File: config.mk
export PLATFORM = sky130hd
export DESIGN_NAME = mem_requester
export DESIGN_NICKNAME = d
export VERILOG_FILES = /design/src/rtl/mem_req_pkg.sv /design/src/rtl/mem_req_fifo.sv /design/src/rtl/mem_requester.sv
export SDC_FILE = /design/constraint.sdc
export NUM_CORES = 1
export LEC_CHECK = 0
export ABC_CLOCK_PERIOD_IN_PS = 4850
export CAP_MARGIN = 10
export CORE_MARGIN = 1
export CORE_UTILIZATION = 49
export CTS_CLUSTER_SIZE = 10
export DETAILED_ROUTE_END_ITERATION = 16
export MAX_ROUTING_LAYER = met4
export PLACE_DENSITY = 0.83
export SLEW_MARGIN = 40
export SYNTH_ARGS = -nofsm -noshare
export SYNTH_HDL_FRONTEND = slang
export SYNTH_SLANG_ARGS = --single-unit
File: constraint.sdc
create_clock -name sys_clk -period 4.85 [get_ports sys_clk]
set_input_delay 0.97 -clock sys_clk [delete_from_list [all_inputs] [get_ports sys_clk]]
set_output_delay 0.97 -clock sys_clk [all_outputs]
set_load 0.005 [all_outputs]
File: src/rtl/mem_req_pkg.sv
// Shared types and widths for the memory requester: command payload and FSM state encoding.
package mem_req_pkg;

    localparam int ADDR_W = 27;
    localparam int DATA_W = 32;

    typedef struct packed {
        logic [ADDR_W-1:0] addr;
        logic [DATA_W-1:0] data;
        logic              rw;
    } mem_cmd_t;

    typedef enum logic [1:0] {
        ST_IDLE = 2'd0,
        ST_REQ  = 2'd1,
        ST_RESP = 2'd2
    } mem_state_e;

endpackage

File: src/rtl/mem_req_fifo.sv
// Command queue for mem_requester: DEPTH entries of mem_cmd_t, wrapping pointers, full/empty flags.
module mem_req_fifo
    import mem_req_pkg::*;
#(
    parameter int DEPTH = 2
) (
    input  logic     clk,
    input  logic     rst,
    input  logic     push,
    input  mem_cmd_t din,
    input  logic     pop,
    output mem_cmd_t dout,
    output logic     full,
    output logic     empty
);

    localparam int PTR_W = $clog2(DEPTH);
    localparam int CNT_W = PTR_W + 1;

    mem_cmd_t         mem [DEPTH];
    logic [PTR_W-1:0] wr_ptr;
    logic [PTR_W-1:0] rd_ptr;
    logic [CNT_W-1:0] count;
    logic             do_push;
    logic             do_pop;

    assign do_push = push && !full;
    assign do_pop  = pop && !empty;
    assign full    = (count == CNT_W'(DEPTH));
    assign empty   = (count == '0);
    assign dout    = mem[rd_ptr];

    // DEPTH is a power of two, so the pointers wrap naturally.
    always_ff @(posedge clk or posedge rst) begin
        if (rst) begin
            wr_ptr <= '0;
            rd_ptr <= '0;
            count  <= '0;
        end else begin
            if (do_push) wr_ptr <= wr_ptr + 1'b1;
            if (do_pop)  rd_ptr <= rd_ptr + 1'b1;
            case ({do_push, do_pop})
                2'b10:   count <= count + 1'b1;
                2'b01:   count <= count - 1'b1;
                default: count <= count;
            endcase
        end
    end

    always_ff @(posedge clk) begin
        if (do_push) mem[wr_ptr] <= din;
    end

endmodule

File: src/rtl/mem_requester.sv
// Queues pipeline memory commands and issues them one at a time to the cache, returning in-order responses.
// Optional MEM_REQ_TIMEOUT_EN aborts a request after TIMEOUT_CYCLES without a cache response.
module mem_requester
    import mem_req_pkg::*;
#(
    parameter int DEPTH          = 2,
    parameter int TIMEOUT_CYCLES = 4096
) (
    input  logic              sys_clk,
    input  logic              rst,
    input  logic              cmd_valid,
    output logic              cmd_ready,
    input  logic [ADDR_W-1:0] cmd_addr,
    input  logic [DATA_W-1:0] cmd_wdata,
    input  logic              cmd_rw,
    output logic              rsp_valid,
    output logic [DATA_W-1:0] rsp_rdata,
    output logic              rsp_err,
    output logic              busy,
    output logic [ADDR_W-1:0] cpu_req_addr,
    output logic [DATA_W-1:0] cpu_req_data,
    output logic              cpu_req_rw,
    output logic              cpu_req_valid,
    input  logic [DATA_W-1:0] cpu_res_data,
    input  logic              cpu_res_ready,
    output mem_state_e        state_dbg
);

    // Handshake: a command transfers on the sys_clk edge where cmd_valid && cmd_ready;
    // the cache request is held until the edge where cpu_res_ready is seen in REQ.
    mem_state_e state;
    mem_cmd_t   fifo_din;
    mem_cmd_t   head;
    logic       fifo_full;
    logic       fifo_empty;
    logic       push;
    logic       pop;

    assign cmd_ready = !fifo_full && !rst;
    assign push      = cmd_valid && cmd_ready;
    assign pop       = (state == ST_IDLE) && !fifo_empty;
    assign fifo_din  = '{addr: cmd_addr, data: cmd_wdata, rw: cmd_rw};
    assign busy      = (state != ST_IDLE) || !fifo_empty;
    assign state_dbg = state;

    mem_req_fifo #(.DEPTH(DEPTH)) u_fifo (
        .clk   (sys_clk),
        .rst   (rst),
        .push  (push),
        .din   (fifo_din),
        .pop   (pop),
        .dout  (head),
        .full  (fifo_full),
        .empty (fifo_empty)
    );

`ifdef MEM_REQ_TIMEOUT_EN
    localparam int TMO_W = $clog2(TIMEOUT_CYCLES + 1);
    logic [TMO_W-1:0] tmo_cnt;
    logic             tmo_hit;

    assign tmo_hit = (tmo_cnt == TMO_W'(TIMEOUT_CYCLES - 1));

    always_ff @(posedge sys_clk or posedge rst) begin
        if (rst)                  tmo_cnt <= '0;
        else if (pop)             tmo_cnt <= '0;
        else if (state == ST_REQ) tmo_cnt <= tmo_cnt + 1'b1;
    end
`else
    assign rsp_err = 1'b0;
`endif

    always_ff @(posedge sys_clk or posedge rst) begin
        if (rst) begin
            state         <= ST_IDLE;
            cpu_req_valid <= 1'b0;
            cpu_req_addr  <= '0;
            cpu_req_data  <= '0;
            cpu_req_rw    <= 1'b0;
            rsp_valid     <= 1'b0;
            rsp_rdata     <= '0;
`ifdef MEM_REQ_TIMEOUT_EN
            rsp_err       <= 1'b0;
`endif
        end else begin
            rsp_valid <= 1'b0;
            case (state)
                ST_IDLE: begin
                    if (!fifo_empty) begin
                        cpu_req_addr  <= head.addr;
                        cpu_req_data  <= head.rw ? head.data : '0;
                        cpu_req_rw    <= head.rw;
                        cpu_req_valid <= 1'b1;
                        state         <= ST_REQ;
                    end
                end
                ST_REQ: begin
                    if (cpu_res_ready) begin
                        rsp_rdata     <= cpu_req_rw ? '0 : cpu_res_data;
                        rsp_valid     <= 1'b1;
                        cpu_req_valid <= 1'b0;
`ifdef MEM_REQ_TIMEOUT_EN
                        rsp_err       <= 1'b0;
`endif
                        state         <= ST_RESP;
                    end
`ifdef MEM_REQ_TIMEOUT_EN
                    else if (tmo_hit) begin
                        rsp_rdata     <= '0;
                        rsp_valid     <= 1'b1;
                        rsp_err       <= 1'b1;
                        cpu_req_valid <= 1'b0;
                        state         <= ST_RESP;
                    end
`endif
                end
                ST_RESP: state <= ST_IDLE;
                default: state <= ST_IDLE;
            endcase
        end
    end

endmodule

# Word-level counts from Yosys, hierarchy flattened
# Memories as Yosys holds them, arrays and structs flattened.
# Index checks and enable logic that the tools add are counted.
[classes]
add_sub_neg = 4
n_mul = 0
magnitude_cmp = 0
div = 0
eq_ne = 6
muxes = 13
n_reduce_logical = 18
n_shift = 0
n_bitwise = 1
[ops]
columns = ["operator", "count"]
rows = [
  ["32-bit two-way mux", 2],
  ["2-bit case mux with 2 select lines", 2],
  ["1-bit two-way mux", 6],
  ["2-bit AND reduction", 3],
  ["2-bit nonzero test", 3],
  ["1-bit logical AND", 5],
  ["2-bit by 1-bit equality test with 1-bit output (second input constant)", 2],
  ["2-bit equality test (second input constant)", 2],
  ["2-bit logical NOT", 2],
  ["2-bit two-way mux", 2],
  ["2-bit != test (second input constant)", 2],
  ["1-bit logical NOT", 3],
  ["3-bit AND reduction", 1],
  ["1-bit adder (second input constant)", 2],
  ["2-bit by 1-bit adder with 2-bit output (second input constant)", 1],
  ["1-bit case mux with 2 select lines", 1],
  ["2-bit by 1-bit subtractor with 2-bit output (second input constant)", 1],
  ["1-bit logical OR", 1],
  ["1-bit NOT", 1],
]
[word_totals]
reg_bits = 100
ram_bits = 120
inputBits = 96
rom_bits = 0
mem_count = 1
latchBits = 0
[memory_table]
columns = ["memory", "depth", "word_bits", "read_ports", "rd_clocked_by_memory_dff", "write_ports", "line_no", "rtl"]
rows = [
  ["u_fifo.mem", 2, 60, 1, 0, 1, "mem_req_fifo.sv:20", "mem_cmd_t mem [DEPTH];"],
]

# Longest topological paths before layout
[logic_depth]
ltp_word = 7
ltp_mapped = 8
depth_no_buf = 7

# By module
# From an unflattened synthesis, not the netlist that was laid out.
[hier_totals]
cells_unflattened = 624
hier_area_um2 = 8694.6
[by_module_without_submodules]
columns = ["module", "seq_area_each_um2", "instances", "area_per_inst_um2", "cells_per_inst"]
rows = [
  ["mem_req_fifo", 3703.6, 1, 4832.1, 206],
  ["mem_requester", 2402.3, 1, 3862.5, 418],
]

# Worst setup path before layout
# OpenSTA, ideal clock, no wires.
[synth_timing]
kind = "input to register"
startpoint = "input rst"
endpoint = "memory u_fifo.mem[0][0] (netlist bit), enable pin"
path_slack_ps = -1859
path_buffers = 0
stages = 3
arrival_time_ps = 6232
cell_sequence = "inv_1 -> o211ai_1 -> nor2_1"
[synth_via]
elab_chain_cells = 6
[synth_lines]
columns = ["item", "line_no", "rtl"]
rows = [
  ["start, declared", "mem_requester.sv:10", "input logic rst,"],
  ["1-bit logical NOT (no source line)", "-", ""],
  ["1-bit logical AND", "mem_requester.sv:39", "assign cmd_ready = !fifo_full && !rst;"],
  ["1-bit logical AND", "mem_requester.sv:40", "assign push = cmd_valid && cmd_ready;"],
  ["1-bit logical AND", "mem_req_fifo.sv:27", "assign do_push = push && !full;"],
  ["1-bit two-way mux", "mem_req_fifo.sv:51", "if (do_push) mem[wr_ptr] <= din;"],
  ["1-bit two-way mux (implied by the code)", "mem_req_fifo.sv:51", ""],
  ["end, declared", "mem_req_fifo.sv:20", ""],
]
# No other way between the ends.

# Worst setup path after layout
[layout_timing]
startpoint = "input rst"
endpoint = "output cmd_ready"
[layout_via]
elab_chain_cells = 2
[layout_lines]
columns = ["item", "line_no", "rtl"]
rows = [
  ["1-bit logical NOT (no source line)", "-", ""],
  ["1-bit logical AND", "mem_requester.sv:39", ""],
  ["end, declared", "mem_requester.sv:12", "output logic cmd_ready,"],
]
# No other way between the ends.

==> impl_metrics.csv <==
group,metric,value,unit
cts,postCtsHoldBufs,0,
timing,clock_skew,0.01234,ns
cts,cts_tree,"yes",
timing,finalSetupViolations,0,
logic_synthesis,yosysTopAreaCell,"edfxtp_1",
cts,clk_path_buf_depth,3,
pwr,ir_drop,325.7,uV
logic_synthesis,ys_ff_latch,220,
worst_setup_path,worstSetupStartpointType,"input pin",
cts,cts_resized,0,
detailed_routing,wire_per_inst,18.71,um
global_route,grt_start_max_net_pins,83,
detailed_routing,drtIter0Drc,294,
detailed_routing,vias,5013,
cts,cts_setup_buffers,0,
logic_synthesis,ys_types,28,
run_status,status,"completed",
die,rows,46,
timing,max_slew_margin,0.4789,
worst_setup_path,path_class,"input pin to primary output",
pwr,total_power,6527,uW
placement,place_hpwl,11680,um
logic_synthesis,synth_nets,621,
timing,report.final.slew_viol_count,0,
global_route,antenna_found_initial,0,
global_route,grt_usage,0.2209,
logic_synthesis,netlist_area,0.008038,mm2
detailed_routing,drtPass1Iterations,7,
worst_setup_path,cp_max_fo,21,
layout,diodes,0,
timing,fin_setup_tns,0,ns
logic_synthesis,synth_area_leaders,"edfxtp_1 45%, dfrtp_1 31%, mux2i_1 7.3%",
worst_setup_path,critPathArrivalTime,2.63,ns
timing,fin_crit_sh,0.7420,
pwr,power_density,599.4,mW/mm2
die,start_util,0.5042,
timing,min_period,3.599,ns
global_route,grt_pass1_vias,5117,
logic_synthesis,yosys.area.top_type_share,0.4483,
placement,portBuffers,193,
timing,timing.fmax,0.2779,GHz
cts,numClockSinks,220,
global_route,grt_pass1_wl,27030,um
global_route,grt-ovfl-total,0,
die,num_io_pins,195,
placement,place_congestion,0.8726,
cts,clkLatencyLatePin,0.49,ns
layout,nNetsFinal,817,
detailed_routing,drc,0,
layout,fillerInstances,1096,
layout,layout_common_cells,"193 x clkdlybuf4s50_1, 120 x edfxtp_1, 99 x dfrtp_1, 65 x nand2_1, 59 x mux2i_1",
timing,rsz0062_at_grt,"false",
cts,cts_made_buffers,25,
layout,layout_commonest_cell,"clkdlybuf4s50_1",
timing,final_hold_viol_count,0,
die,die_area,0.01692,mm2
worst_setup_path,required,3.88,ns
die,fp.dieH,130.1,um
layout,synthToLayoutAreaGrowth,35.46,%
cts,root_buffer,"clkbuf_16",
timing,max_slew.worst_pin.slew,0.7789,ns
die,core_area,0.01594,mm2
detailed_routing,vias_per_cell,5.260,
worst_setup_path,end_kind,"primary output",
pwr,power_leakage,0.004236,uW
worst_hold_path,hp-class,"flip-flop to flip-flop",
layout,drive_gt1_frac,0.06242,
layout,final_cell_count_no_fill,953,
logic_synthesis,synth_cells,524,
logic_synthesis,seq_area_frac_synth,0.7597,
detailed_routing,drt-total-wl,17830,um
cts,path_clk_slew,0.06,ns
detailed_routing,antenna_left,0,
logic_synthesis,yosysWarnings,0,
cts,htreeDepth,1,
flow_run,maxCapViolCount,0,
timing,whs,0.4793,ns
die,die_w,130.1,um
placement,dp.cells,909,
logic_synthesis,synth.avg_cell_area,15.34,um2
[per-stage QoR]
step	utilization	worst slack, ns	instance area [um2]
after floorplan	-	0.3677	8044
after global placement	0.6353	1.225	10130
after detailed placement	0.6388	1.205	10180
after CTS	0.6828	1.196	10890
after global routing	0.6829	1.106	10890
final	0.6829	1.251	10890
[cell families after synthesis]
logic type | Yosys count | synth area share
and+or+nand+nor | 75 | 0.03876
xor gates and xnor gates | 5 | 0.005448
AOI/OAI and AO/OA | 123 | 0.09247
other | 1 | 0.0004666
adders and majority gates | 1 | 0.001556
buffers and inverters | 39 | 0.02677
DFF | 220 | 0.7597
muxes | 60 | 0.07488
[state kept, by name, indices dropped and copies added (netlist names)]
signal	count
u_fifo.mem	120
cpu_req_data	32
rsp_rdata	32
cpu_req_addr	27
state_dbg	2
u_fifo.count	2
cpu_req_rw	1
cpu_req_valid	1
rsp_valid	1
u_fifo.rd_ptr	1
u_fifo.wr_ptr	1
[critical path, cell delays in order]
cell and delay [ns]:
clkdlybuf4s50_1 0.51, clkinvlp_4 0.41, o21a_1 0.29, clkdlybuf4s50_1 0.46
[power breakdown]
group	leakage [uW]	switching (uW)	internal, uW
sequential	0.00233	274	2480
clock	0.000334	658	961
combinational	0.00157	1050	1100
total	0.00424	1980	4550
[area by class of cell]
type / instances / area (um2) / share of cell area
inverter: 6 / 26.28 / 0.002413
timing repair buffer: 202 / 2043 / 0.1877
sequential: 220 / 6110 / 0.5611
clock buffer: 43 / 693.2 / 0.06366
clock inverter: 1 / 8.758 / 0.0008044
tap: 216 / 270.3 / 0.02482
multi-input combinational: 265 / 1737 / 0.1595
[Yosys cell counts]
cell	n
dfrtp_1	100
nand3b_1	1
inv_1	5
conb_1	1
nand2b_1	1
o2bb2ai_1	32
buf_6	4
or2_4	1
buf_2	19
nand2_1	65
o211ai_1	1
o21a_1	2
ha_1	1
nor2_1	4
xnor2_1	5
buf_1	3
buf_4	4
mux2i_1	59
a21oi_1	54
edfxtp_1	120
and3_1	1
o21ai_0	33
clkbuf_1	3
o21ai_1	1
mux2_2	1
inv_2	1
nand3_4	1
nand2_2	1
[per-layer routing]
metal / track usage / share of wire / up-vias / wire length (um)
met5: - / 0 / - / 0
met4: 0.09918 / 0.036 / 0 / 645
met3: 0.03567 / 0.057 / 48 / 1013
met2: 0.3661 / 0.51 / 196 / 9114
met1: 0.2679 / 0.40 / 2463 / 7052
li1: - / - / 2306 / -
[worst paths after layout]
path,slack [ns],endpoint,cells past startpoint,start
setup / recovery,1.25,cmd_ready,4,rst
hold / removal,0.48,rsp_rdata[5],2,rsp_rdata[5]
setup reg to reg,2.01,u_fifo.count[1],6,u_fifo.count[0]
hold reg to reg,0.48,rsp_rdata[5],2,rsp_rdata[5]
max in group asynchronous,2.92,cpu_req_data[8],3,rst
min in group asynchronous,0.85,u_fifo.count[0],2,rst
Note: power is estimated with default switching activity, not from simulation.
